`src/rtl/bu_mul_stage.sv`:
```
// Two-stage operand multiply ahead of the Barrett reducer: registers a/w, then
// forms the full 32-bit a*w while carrying the companion coefficient, tag and range flag.
`timescale 1ns/1ps

module bu_mul_stage #(
    parameter int Q     = 3329,
    parameter int TAG_W = 8
) (
    input  logic             clk,
    input  logic             rst,
    input  logic             flush,
    input  logic             in_valid,
    output logic             in_ready,
    input  logic [15:0]      in_a,
    input  logic [15:0]      in_w,
    input  logic [15:0]      in_b,
    input  logic [TAG_W-1:0] in_tag,
    output logic             out_valid,
    input  logic             out_ready,
    output logic [31:0]      out_prod,
    output logic [15:0]      out_b,
    output logic [TAG_W-1:0] out_tag,
    output logic             out_err,
    output logic [15:0]      prod_cnt
);

    localparam logic [15:0] Q_LIM = 16'(Q);

    typedef struct packed {
        logic [15:0]      a;
        logic [15:0]      w;
        logic [15:0]      b;
        logic [TAG_W-1:0] tag;
        logic             err;
    } s1_t;

    typedef struct packed {
        logic [31:0]      prod;
        logic [15:0]      b;
        logic [TAG_W-1:0] tag;
        logic             err;
    } s2_t;

    logic s1_v, s2_v;
    logic s1_adv, s2_adv;
    logic in_fire, out_fire;
    s1_t  s1_q, s1_d;
    s2_t  s2_q, s2_d;

    // Ready ripples back from the output so a full pipe can still take a new
    // item in the same cycle the oldest one leaves.
    always_comb begin
        s2_adv   = !s2_v || out_ready;
        s1_adv   = !s1_v || (s1_v && s2_adv);
        in_ready = s1_adv && !flush;
        in_fire  = in_valid && in_ready;
        out_fire = s2_v && out_ready;
    end

    always_comb begin
        s1_d.a    = in_a;
        s1_d.w    = in_w;
        s1_d.b    = in_b;
        s1_d.tag  = in_tag;
        s1_d.err  = (in_a >= Q_LIM) || (in_w >= Q_LIM);
        s2_d.prod = 32'(s1_q.a) * 32'(s1_q.w);
        s2_d.b    = s1_q.b;
        s2_d.tag  = s1_q.tag;
        s2_d.err  = s1_q.err;
    end

    always_ff @(posedge clk) begin
        if (rst) begin
            s1_v     <= 1'b0;
            s2_v     <= 1'b0;
            prod_cnt <= 16'd0;
        end else begin
            // A transfer handshaken during a flush cycle has already left.
            if (out_fire)
                prod_cnt <= prod_cnt + 16'd1;
            if (flush) begin
                s1_v <= 1'b0;
                s2_v <= 1'b0;
            end else begin
                if (s2_adv)
                    s2_v <= s1_v;
                if (s1_adv)
                    s1_v <= in_fire;
            end
        end
    end

    always_ff @(posedge clk) begin
        if (rst) begin
            s1_q <= '0;
            s2_q <= '0;
        end else begin
            if (in_fire)
                s1_q <= s1_d;
            if (s1_v && s2_adv && !flush)
                s2_q <= s2_d;
        end
    end

    assign out_valid = s2_v;
    assign out_prod  = s2_q.prod;
    assign out_b     = s2_q.b;
    assign out_tag   = s2_q.tag;
    assign out_err   = s2_q.err;

endmodule

```
`config.mk`:
```
export PLATFORM = sky130hd
export DESIGN_NAME = bu_mul_stage
export DESIGN_NICKNAME = d
export VERILOG_FILES = /design/src/rtl/bu_mul_stage.sv
export SDC_FILE = /design/constraint.sdc
export NUM_CORES = 1
export LEC_CHECK = 0
export BUFFER_PORTS_ARGS = -buffer_cell sky130_fd_sc_hd__buf_4
export CAP_MARGIN = 20
export CORE_MARGIN = 4
export CORE_UTILIZATION = 56
export CTS_BUF_LIST = sky130_fd_sc_hd__clkbuf_8
export CTS_CLUSTER_DIAMETER = 50
export DETAILED_ROUTE_END_ITERATION = 6
export GPL_TIMING_DRIVEN = 0
export PLACE_DENSITY = 0.79
export SYNTH_ARGS = -nofsm -noshare
export SYNTH_HDL_FRONTEND = slang
export SYNTH_SLANG_ARGS = --single-unit
```
`constraint.sdc`:
```
create_clock -name clk -period 5.5 [get_ports clk]
set_input_delay 0.825 -clock clk [delete_from_list [all_inputs] [get_ports clk]]
set_output_delay 0.825 -clock clk [all_outputs]
set_load 0.01 [all_outputs]
```
* Yosys cells after proc, flatten, opt, wreduce, memory -nomap -nowiden *
Index checks and enable logic that the tools add are counted.

operators by class
  eq/ne operators = 0
  divide/modulo/power cells = 0
  add/sub/neg operators = 1
  multiply operators = 1
  bitwise operators = 0
  muxes and demuxes = 0
  shift operators = 0
  reductions and logical operators = 12
  order comparisons = 2

operators with widths
  kind                                                                      count
  16-bit by 12-bit >= comparator with 1-bit output (second input constant)  2
  16-bit by 16-bit multiplier with 32-bit output                            1
  16-bit by 1-bit adder with 16-bit output (second input constant)          1
  1-bit logical AND                                                         5
  1-bit logical NOT                                                         3
  1-bit logical OR                                                          3
  2-bit OR reduction                                                        1

storage, ports and cells
  bits in registers = 132
  latch bits = 0
  output and inout port bits = 75
  ROM bits = 0
  RAM bits = 0
  memories = 0
  input bits = 61
  word-level logic and storage cells = 28

* Longest topological paths before layout *
  word-level depth = 6
  mapped depth = 23
  gate-level depth less buffers = 21

* Worst setup path before layout *
No wires, ideal clock.

  path type = reg2reg
  from = register s1_q[32] (netlist name)
  to = register s2_q, in the netlist out_prod[26]
  path slack = -0.358 ns
  cell stages (with the launch flop) = 22
  setup time = 0.117 ns
  required time = 5.383 ns
  buffers on the path = 2
  period minus slack after synthesis = 5.858 ns
  arrival = 5.741 ns
  cells stage by stage = dfxtp_1 clkbuf_1 clkbuf_1 nand2_1 fa_1 inv_1 fa_1 inv_1 fa_1 inv_1 fa_1 fa_1 inv_1 fa_1 inv_1 ha_1 a21oi_1 o21ai_0 a21oi_4 a21oi_2 or4_1 a32o_1

between the ends
  longest elaborated chain between the ends = 1

RTL lines
  what                                            RTL line  source
  start, declared                                 47        s1_t s1_q, s1_d;
  start signal, assigned                          95        s1_q <= '0;
  start signal, assigned                          99        s1_q <= s1_d;
  16-bit by 16-bit multiplier with 32-bit output  66        s2_d.prod = 32'(s1_q.a) * 32'(s1_q.w);
  end signal, assigned                            96        s2_q <= '0;
  end signal, assigned                            101       s2_q <= s2_d;
  end, declared                                   48        s2_t s2_q, s2_d;

Every way passes these cells.
A chain may end at the register's enable or synchronous reset.

* Worst setup path after layout *
  from = register s1_q[46] (netlist name)
  to = register s2_q, in the netlist out_prod[26]

The elaborated chain is that of the path after synthesis.

==> Flow_metrics.wiki <==
{| class="wikitable"
! Metric !! Value
|-
| Drt wl/cell || 20.2 microns
|-
| Power density cells || roughly 140 mW/mm^2
|-
| Maximum root-to-sink buffer count || 2
|-
| Count of pins over their slew limit || 0
|-
| Worst-margin pin slew || roughly 0.7 ns
|-
| Shortest clock period the worst path allows after layout || approximately 5.8 ns
|-
| Overall die height || about 160 microns
|-
| First-pass iteration count of the detailed router || 6
|-
| Sequential-to-total area share from yosys stat || 20.0%
|-
| HPWL after DPL || roughly 29 mm
|-
| TritonCTS clock tree || yes
|-
| Area leader, netlist || sky130_fd_sc_hd__fa_1
|-
| H-Tree Depth || 4
|-
| Starting DRC count in detailed routing || 901
|-
| Delay of the slowest cell on the worst path || between 0.5 and 0.6 ns
|-
| Max FO, Critical Path || 5
|-
| Cell class contributing the biggest share of worst-path delay || adder cells
|-
| Setup crit start kind || flip-flop
|-
| Hold Violations, Final || 0
|-
| Setup Viol. Count Final || 18
|-
| Vias/cell || about 5.7
|-
| Portion of the clock cycle consumed by the worst path in the final layout || 106%
|-
| Class of the most critical hold timing path || reg2reg
|-
| DRT antenna net count || 0
|-
| Count of maximum capacitance violations || 0
|-
| Synth Warn # || 0
|-
| Fin worst setup slack || -0.308 ns
|-
| Clock sink count || roughly 130
|-
| Layout overhead on the synthesized area || 28.8%
|-
| Clk Latency, worst-skew pair || approximately 0.47 ns
|-
| Clock tree root buffer cell || sky130_fd_sc_hd__clkbuf_8
|-
| Worst relative slew slack || a little over half
|-
| Endpoint required time on the critical path || around 5.9 ns
|-
| Share of the synthesized area in the top cell type || approximately 29%
|-
| Overall track demand over capacity in global routing || 31.2%
|-
| Synthesized netlist net count || approximately 1,900
|-
| First-pass GRT wire length || approximately 64 mm
|-
| Layout Cell Area excl Fill || 0.0170 sq mm
|-
| Worst IR Drop VDD || ~290 uV
|-
| Synthesized area per cell || around 8.4 sq um
|-
| Post-synthesis cell type count || just under 60
|-
| Failing checks || negative setup slack
|-
| # nets final || between 2,000 and 2,500
|-
| Cell Rows || between 50 and 60
|-
| Antenna violations before repair || 2
|-
| Post-route DRC || 0
|-
| Setup repair after global routing missed its margin || true
|-
| Largest net degree at the start of global routing || 17
|-
| Achievable Freq || about 0.17 GHz
|-
| Grt ovf || 0
|-
| Combined area of all synthesized cells || about 0.013 sq mm
|-
| Critical Path Slowest Stage Cell || sky130_fd_sc_hd__fa_2
|-
| Crit-path most repeated cell || sky130_fd_sc_hd__fa_1
|-
| Die X-Extent || ~160 microns
|-
| Number of buffers and inverters on the critical path || 5
|-
| Cell leakage power || ~7.8 nW
|-
| Number of I/O pins || 136
|-
| Critical path class || reg2reg
|-
| IO buf count || between 100 and 150
|-
| Crit end category || flip-flop
|-
| Overall via count from detail_route || 12,300
|-
| Biggest area contributors in the synthesized netlist || sky130_fd_sc_hd__fa_1 (29%), sky130_fd_sc_hd__dfxtp_1 (20%), sky130_fd_sc_hd__nand2_1 (11%)
|-
| Post-synth top flop || sky130_fd_sc_hd__dfxtp_1
|-
| Count of state elements after synthesis || around 130
|-
| Share of cells above drive strength 1 || ~25%
|-
| Number of enable flip-flop cells after synthesis || 0
|-
| Cell-by-cell trace of the critical path || buf_6, buf_6, and2_4, fa_1, fa_1, fa_1, fa_1, fa_1, inv_2, fa_2, inv_2, ha_4, buf_6, a21oi_4, o21ai_2, a21oi_4, a21oi_2, or4_1, a32o_1
|-
| Die outline area || 0.0261 sq mm
|-
| Routability congestion estimate from global placement || roughly 0.94
|-
| Via count of the first global-routing pass || 12,300
|-
| Clock slew at the register clock pins of the worst setup and hold paths || ~0.08 ns
|-
| Final cell count without fillers || approximately 2,100
|-
| FFs w/ async S/R, synth || 0%
|-
| Area of the placeable core || ~0.023 sq mm
|-
| Arrival time at the worst endpoint || between 6 and 7 ns
|-
| Final routed wirelength across all metal layers || about 43 mm
|-
| Area after DPL || roughly 0.015 sq mm
|-
| Status || complete, but fails checks
|-
| Fin Clk Skew || ~0.017 ns
|-
| Number of instances in the placed design || between 2,000 and 2,500
|-
| Total CTS buffers || 17
|-
| Gate count of the mapped netlist || about 1,600
|-
| Effective utilization at floorplan || between 50% and 60%
|}
logic make-up (layout without fill, tap and decap cells):
kind of cell             count (synthesis)  in the layout  share of synthesized area [%]
AND/OR/NAND/NOR                        580            580                           19.8
other                                    0              1                              0
adder cells (fa/ha/maj)                299            299                           39.4
buffers and inverters                  308            562                           8.83
multiplexers                             2              2                          0.161
AO/OA/AOI/OAI                          214            214                           9.48
XOR/XNOR                                34             34                           2.26
flip-flops                             132            132                           20.0
worst paths after layout:
path                                   from           end  slack, ns  cells after the start
worst max-delay path               s1_q[46]  out_prod[26]      -0.31                     19
worst min-delay path            out_prod[0]   out_prod[0]       0.46                      2
worst max register to register     s1_q[46]  out_prod[26]      -0.31                     19
worst min register to register  out_prod[0]   out_prod[0]       0.46                      2
final cells by class:
cell class,instances,area (sq um)
diodes,1,2.50
plain buffers,74,764
clock buffers,17,234
clock inverters,15,170
fillers,1537,5940
inverters,230,863
multi-input cells,1129,10000
flip-flops and latches,132,2740
well taps,313,392
repair buffers,226,1800
state kept, by name (all words and copies together), names as in the netlist:
name,count
s1_q,57
out_prod,32
out_b,16
prod_cnt,16
out_tag,8
out_err,1
out_valid,1
s1_v,1
layer usage:
metal | vias to the layer above | global-route usage, % | share of wire [%]
li1 | 5372 | - | -
met1 | 5923 | 37.4 | 34
met2 | 758 | 52.0 | 48
met3 | 229 | 9.24 | 11
met4 | 2 | 14.2 | 6.8
met5 | - | 0 | 0.028
report_power, final:
group | switching, W | internal (W) | total [W] | leakage, nW
clock network | 0.000438 | 0.000416 | 0.000854 | 0.205
logic | 0.000286 | 0.000224 | 0.000510 | 6.55
registers | 0.0000346 | 0.000973 | 0.00101 | 1.09
worst register-to-register path, delay by kind of cell, from the launching register on:
kind	cells	cell delay (ns)
adder cells (fa/ha/maj)	7	3.39
AO/OA/AOI/OAI	5	0.80
AND/OR/NAND/NOR	2	0.64
buffers and inverters	5	0.51
flip-flops	1	0.38
Yosys cell counts (all sizes together), types with 3 or more instances:
cell type,instances
nand2,374
inv,230
fa,194
a21oi,138
dfxtp,132
and2,119
ha,105
clkbuf,71
o21ai,34
nor2,30
xor2,20
nand3,14
xnor2,14
nand4,10
or3,8
buf,7
nor4,6
a211oi,5
nor3,5
a21o,4
o211ai,4
a31oi,3
a41oi,3
and3,3
and4,3
o21a,3
metrics by stage:
step | power [W] | setup WS, ns | setup TNS [ns] | hold slack [ns] | utilization [%]
final | 0.00237 | -0.308 | -2.74 | 0.455 | 74.1
after detailed placement | 0.00139 | -1.02 | -14.75 | 0.446 | 64.2
after global placement | 0.00138 | -0.872 | -12.82 | 0.436 | 64.2
after CTS | 0.00230 | -0.202 | -1.37 | 0.453 | 71.3
after global routing | 0.00246 | -0.417 | -5.26 | 0.471 | 74.1
after floorplan | 0.00124 | -0.0339 | -0.0339 | 0.432 | -
repair_timing:
item	in CTS	in global routing
setup buffers	51	38
gates resized for setup	225	110
endpoints found under the setup margin	24	22
pin swaps	54	84
hold buffers	0	0
cloned	1	1
cells in the final DEF, fill, tap and decap left out, drive strengths merged, types with 30 or more instances in the layout:
master	netlist	routed
nand2	374	374
buf	7	240
inv	230	239
fa	194	194
a21oi	138	138
dfxtp	132	132
and2	119	119
ha	105	105
clkbuf	71	77
o21ai	34	34
nor2	30	30
Power figures use the tool's default switching activity.
